[config.mk]
export PLATFORM = sky130hd
export DESIGN_NAME = baccarat_round_ctrl
export DESIGN_NICKNAME = d
export VERILOG_FILES = /design/src/rtl/baccarat_round_ctrl.sv
export SDC_FILE = /design/constraint.sdc
export NUM_CORES = 1
export LEC_CHECK = 0
export BUFFER_PORTS_ARGS = -buffer_cell sky130_fd_sc_hd__buf_2
export CAP_MARGIN = 20
export CORE_MARGIN = 2
export CORE_UTILIZATION = 25
export DETAILED_ROUTE_END_ITERATION = 16
export PLACE_DENSITY = 0.55
export SKIP_CTS_REPAIR_TIMING = 1
export SLEW_MARGIN = 20
export SYNTH_ARGS = -nofsm -noshare
export SYNTH_HDL_FRONTEND = slang
export SYNTH_SLANG_ARGS = --single-unit
[constraint.sdc]
create_clock -name slow_clock -period 3.3 [get_ports slow_clock]
set_input_delay 0.495 -clock slow_clock [delete_from_list [all_inputs] [get_ports slow_clock]]
set_output_delay 0.495 -clock slow_clock [all_outputs]
set_load 0.01 [all_outputs]
[src/rtl/baccarat_round_ctrl.sv]
// Baccarat dealer/sequencer.
// Deals P1, D1, P2, D2 and then an optional P3 and D3. The next card is
// chosen from the datapath's live scores and the player's third card. The
// winner is latched, and saturating tallies are kept across rounds.
//
// Ports
//   slow_clock, resetb        clock, async active-low reset
//   step                      advance qualifier (one action per cycle)
//   new_round                 restart from S_DONE
//   pscore, dscore, pcard3    live datapath scores and raw player third card
//   load_{p,d}card{1,2,3}     card-register enables (combinational)
//   clear_cards               datapath clear pulse on restart
//   player_win, dealer_win    latched result (tie: both set)
//   done                      high in S_DONE
//   round_count, *_tally      saturating counters
module baccarat_round_ctrl #(
  parameter int TALLY_W = 8
) (
  input  logic               slow_clock,
  input  logic               resetb,
  input  logic               step,
  input  logic               new_round,
  input  logic [3:0]         pscore,
  input  logic [3:0]         dscore,
  input  logic [3:0]         pcard3,
  output logic               load_pcard1,
  output logic               load_pcard2,
  output logic               load_pcard3,
  output logic               load_dcard1,
  output logic               load_dcard2,
  output logic               load_dcard3,
  output logic               clear_cards,
  output logic               player_win,
  output logic               dealer_win,
  output logic               done,
  output logic [TALLY_W-1:0] round_count,
  output logic [TALLY_W-1:0] player_tally,
  output logic [TALLY_W-1:0] dealer_tally,
  output logic [TALLY_W-1:0] tie_tally
);

  typedef enum logic [3:0] {
    S_P1, S_D1, S_P2, S_D2, S_EVAL, S_P3, S_BEVAL, S_D3, S_RESULT, S_DONE
  } state_t;

  localparam logic [TALLY_W-1:0] ONE = TALLY_W'(1);

  state_t             r_state, w_next;
  logic               r_pwin, r_dwin;
  logic [TALLY_W-1:0] r_rc, r_pt, r_dt, r_tt;
  logic [3:0]         w_v3;
  logic               w_bank_draw;
  logic               w_pge, w_dge;

  // Face cards and tens count as zero.
  assign w_v3 = (pcard3 >= 4'd10) ? 4'd0 : pcard3;

  // Banker's third-card table, indexed by the dealer's two-card score.
  always_comb begin
    w_bank_draw = 1'b0;
    case (dscore)
      4'd0, 4'd1, 4'd2: w_bank_draw = 1'b1;
      4'd3:             w_bank_draw = (w_v3 != 4'd8);
      4'd4:             w_bank_draw = (w_v3 >= 4'd2) && (w_v3 <= 4'd7);
      4'd5:             w_bank_draw = (w_v3 >= 4'd4) && (w_v3 <= 4'd7);
      4'd6:             w_bank_draw = (w_v3 == 4'd6) || (w_v3 == 4'd7);
      default:          w_bank_draw = 1'b0;
    endcase
  end

  assign w_pge = (pscore >= dscore);
  assign w_dge = (dscore >= pscore);

  always_ff @(posedge slow_clock or negedge resetb) begin
    if (!resetb) r_state <= S_P1;
    else         r_state <= w_next;
  end

  // Next state and outputs. Strobes are gated with resetb so they drop
  // the moment reset is asserted, even though S_P1 is the reset state.
  always_comb begin
    w_next      = r_state;
    load_pcard1 = 1'b0;
    load_dcard1 = 1'b0;
    load_pcard2 = 1'b0;
    load_dcard2 = 1'b0;
    load_pcard3 = 1'b0;
    load_dcard3 = 1'b0;
    clear_cards = 1'b0;
    done        = 1'b0;
    case (r_state)
      S_P1: begin
        load_pcard1 = step & resetb;
        if (step) w_next = S_D1;
      end
      S_D1: begin
        load_dcard1 = step;
        if (step) w_next = S_P2;
      end
      S_P2: begin
        load_pcard2 = step;
        if (step) w_next = S_D2;
      end
      S_D2: begin
        load_dcard2 = step;
        if (step) w_next = S_EVAL;
      end
      S_EVAL: begin
        if (step) begin
          if (pscore >= 4'd8 || dscore >= 4'd8) w_next = S_RESULT;
          else if (pscore <= 4'd5)              w_next = S_P3;
          else if (dscore <= 4'd5)              w_next = S_D3;
          else                                  w_next = S_RESULT;
        end
      end
      S_P3: begin
        load_pcard3 = step;
        if (step) w_next = S_BEVAL;
      end
      S_BEVAL: begin
        if (step) w_next = w_bank_draw ? S_D3 : S_RESULT;
      end
      S_D3: begin
        load_dcard3 = step;
        if (step) w_next = S_RESULT;
      end
      S_RESULT: w_next = S_DONE;
      S_DONE: begin
        done        = 1'b1;
        clear_cards = new_round;
        if (new_round) w_next = S_P1;
      end
      default: w_next = S_P1;
    endcase
  end

  // Result latch and saturating counters.
  always_ff @(posedge slow_clock or negedge resetb) begin
    if (!resetb) begin
      r_pwin <= 1'b0;
      r_dwin <= 1'b0;
      r_rc   <= '0;
      r_pt   <= '0;
      r_dt   <= '0;
      r_tt   <= '0;
    end else if (r_state == S_RESULT) begin
      r_pwin <= w_pge;
      r_dwin <= w_dge;
      if (!(&r_rc)) r_rc <= r_rc + ONE;
      if (w_pge && w_dge) begin
        if (!(&r_tt)) r_tt <= r_tt + ONE;
      end else if (w_pge) begin
        if (!(&r_pt)) r_pt <= r_pt + ONE;
      end else begin
        if (!(&r_dt)) r_dt <= r_dt + ONE;
      end
    end else if (r_state == S_DONE && new_round) begin
      r_pwin <= 1'b0;
      r_dwin <= 1'b0;
    end
  end

  assign player_win   = r_pwin;
  assign dealer_win   = r_dwin;
  assign round_count  = r_rc;
  assign player_tally = r_pt;
  assign dealer_tally = r_dt;
  assign tie_tally    = r_tt;

endmodule
==> key figures <==
Worst setup path
  – CP required: approximately 3500 ps
  – Worst Setup End Kind: register
  – CP cell instances: or4b_4 > a311o_4 > nor3_2 > mux2_2
  – Crit path DAT: between 2000 and 2500 ps
  – Crit-path max cell delay: ~670 ps
  – Slowest stage cell, crit path: or4b_4
  – R2R depth: 4
  – Worst setup SP type: register
  – CP Class: register to register
  – Crit-path max FO: 14

Placed design
  – Placed cell area: ~2600 um2
  – Port bufs: 57
  – Global placement routability congestion: about 0.82
  – DP Wirelength: around 3800 um

Final layout
  – Fin util: 31.4%
  – ANT cells: 0
  – Layout cells sized above 1: between 20% and 30%
  – Multi-input gate area: roughly 1200 um2
  – Fin area: around 2700 um2
  – Synthesis-to-layout area growth: 23.2%
  – Fin nets: ~300
  – Register area: around 950 um2
  – Fill cell count: between 800 and 900

Die
  – Core area: 8590 um2
  – Rows: 34
  – Width of the die: 97.6 um
  – Initial Util: about 25%
  – I/O pins: 58
  – Die footprint: ~9500 um2
  – Die Y: 97.6 um

Clocking
  – Root Buffer: clkbuf_8
  – Clk slew on worst S/H paths: 80 ps
  – H-tree Lvls: 2
  – Skew-Pair Late Insertion Delay: 290 ps
  – CTS tree: built
  – Num CTS Buffers: 5
  – CTS Buffer Depth: 2
  – CTS sink cnt: 38

Flow run
  – Max Cap Viol: 0

GRT
  – Grt peak-use layer: met2
  – GR Util met2: 17.5%
  – First-pass GRT wire length: slightly below 9000 um
  – Grt met1 use: 15.6%
  – Gr ovfl total: 0
  – Met3 usage: 2.59%
  – Largest net degree at the start of global routing: 39
  – GRT Util Overall: between 10% and 20%
  – Initial antenna violation count: 0
  – Vias in the first global route: between 1500 and 2000

Yosys
  – Post-synth top cells: dfrtp_1, nor2_1, xor2_1
  – Part of the Yosys area used for sequential elements: 43.5%
  – Yosys top cell area share: a little over two fifths
  – Synthesized flop and latch total: 38
  – Netlist area before placement: between 2000 and 2500 um2
  – EDFF count, synth: 0
  – Syn avg cell area: 10.4 um2
  – Cell with the most instances after synthesis: dfrtp_1
  – Biggest area consumer among synthesized cells: dfrtp_1
  – Warnings from Yosys: 0
  – Unique masters post-synth: 46
  – Top post-synthesis cells by area: dfrtp_1, xor2_1, xnor2_1, ha_1, nor2_1
  – Post-Syn Nets: between 200 and 250
  – Ys async rst share: 100%
  – Top FF cell, synth: dfrtp_1
  – Synth Instances: approximately 210

Pwr
  – Leak pwr: about 1.3 nW
  – Pwr Density: approximately 550 nW/um2
  – VDD IR max: roughly 0.16 mV

STA
  – F_max: between 400 and 500 MHz
  – Final Max Tran Viols: 0
  – Fin crit period: 2290 ps
  – Final period util: roughly 70%
  – Worst relative slew slack: roughly 50%
  – Worst slew pin tran: around 750 ps
  – RSZ-0062 raised after global routing: false
  – Final setup viols: 0
  – Clk_skew: around 8.1 ps
  – Hold_ws: 330 ps
  – Setup TNS: 0 ps
  – Hold Fails Final Rpt: 0

Drt
  – Vias per inst: 4.93
  – Via count: between 1500 and 2000
  – Final WL: 5100 um
  – First DRT Iteration DRCs: between 80 and 90
  – DRC viols: 0
  – Drt wl/cell: 13.4 um
  – DRT Pass-1 Iters: 4
  – Post-route ant nets: 0

Outcome
  – Outcome: finished, final reports clean

Hold path
  – Hold Crit Class: input port to asynchronous set/reset pin
critical path: cells and delay by family, from the launching register on:
kind | cells | cell delay (ps)
AO/OA/AOI/OAI | 1 | 390
multiplexers | 1 | 360
AND/OR/NAND/NOR | 2 | 900
flip-flops | 1 | 530
routing by layer:
metal,share of wire (%),wire length [um],vias up
met2,44,2250,63
met3,6.9,352,5
li1,-,-,900
met1,48,2440,904
met5,0,0,-
met4,1.2,63,0
metrics by stage:
| step | setup slack [ps] | total power [W] | instances |
|---|---|---|---|
| 4_1_cts | 1010 | 0.00151 | 380 |
| 5_1_grt | 930 | 0.00160 | 380 |
| 2_1_floorplan | 1140 | 0.000980 | 211 |
| 6_report | 1010 | 0.00149 | 380 |
| 3_5_place_dp | 901 | 0.00116 | 372 |
| 3_3_place_gp | 939 | 0.00116 | 372 |
placed cells by master (no fill, tap or decap), types with 5 or more instances in the layout:
master,synthesis,final
inv_1,7,7
dfrtp_1,38,38
xor2_1,15,15
nand2_1,9,9
and4_1,5,5
ha_1,8,8
and3_1,7,7
xnor2_1,13,13
nand3_1,11,11
nor2_1,17,17
nand2b_1,5,5
buf_2,0,57
o211ai_1,6,6
nand4_1,8,8
clkbuf_8,0,6
registers in the layout, indices dropped and copies added (netlist names):
| name | flops |
|---|---|
| r_state | 4 |
| dealer_tally | 8 |
| player_win | 1 |
| player_tally | 8 |
| round_count | 8 |
| tie_tally | 8 |
| dealer_win | 1 |
cell families (layout without fill, tap and decap cells):
family / after synthesis / count (layout) / share of synthesized area (%)
and+or+nand+nor: 87 / 87 / 24.4
AOI/OAI and AO/OA: 32 / 32 / 11.6
DFF: 38 / 38 / 43.5
xor gates and xnor gates: 28 / 28 / 11.2
buffers and inverters: 13 / 74 / 2.23
adders and majority gates: 8 / 8 / 4.57
muxes: 5 / 5 / 2.52
path summary, 6_finish.rpt:
path                                   end             from  slack, ps
max in group asynchronous     tie_tally[1]           resetb       2630
min                        player_tally[0]           resetb        330
min in group slow_clock    dealer_tally[6]  dealer_tally[6]        490
min reg2reg                dealer_tally[6]  dealer_tally[6]        490
max reg2reg                player_tally[1]       r_state[1]       1010
max                        player_tally[1]       r_state[1]       1010
area by class of cell:
cell class / instances / share of cell area [%]
Clock buffer: 6 / 3.06
Clock inverter: 2 / 0.464
Inverter: 7 / 0.974
Multi-Input combinational cell: 160 / 44.1
Sequential cell: 38 / 35.3
Tap cell: 108 / 5.01
Timing Repair Buffer: 59 / 11.1
report_power, final:
part | internal (W) | total, W | switching (W)
sequential | 0.000554 | 0.000706 | 0.000152
combinational | 0.000213 | 0.000442 | 0.000229
clock | 0.000168 | 0.000337 | 0.000169
total | 0.000935 | 0.00149 | 0.000551
(Power assumes the default switching activity.)
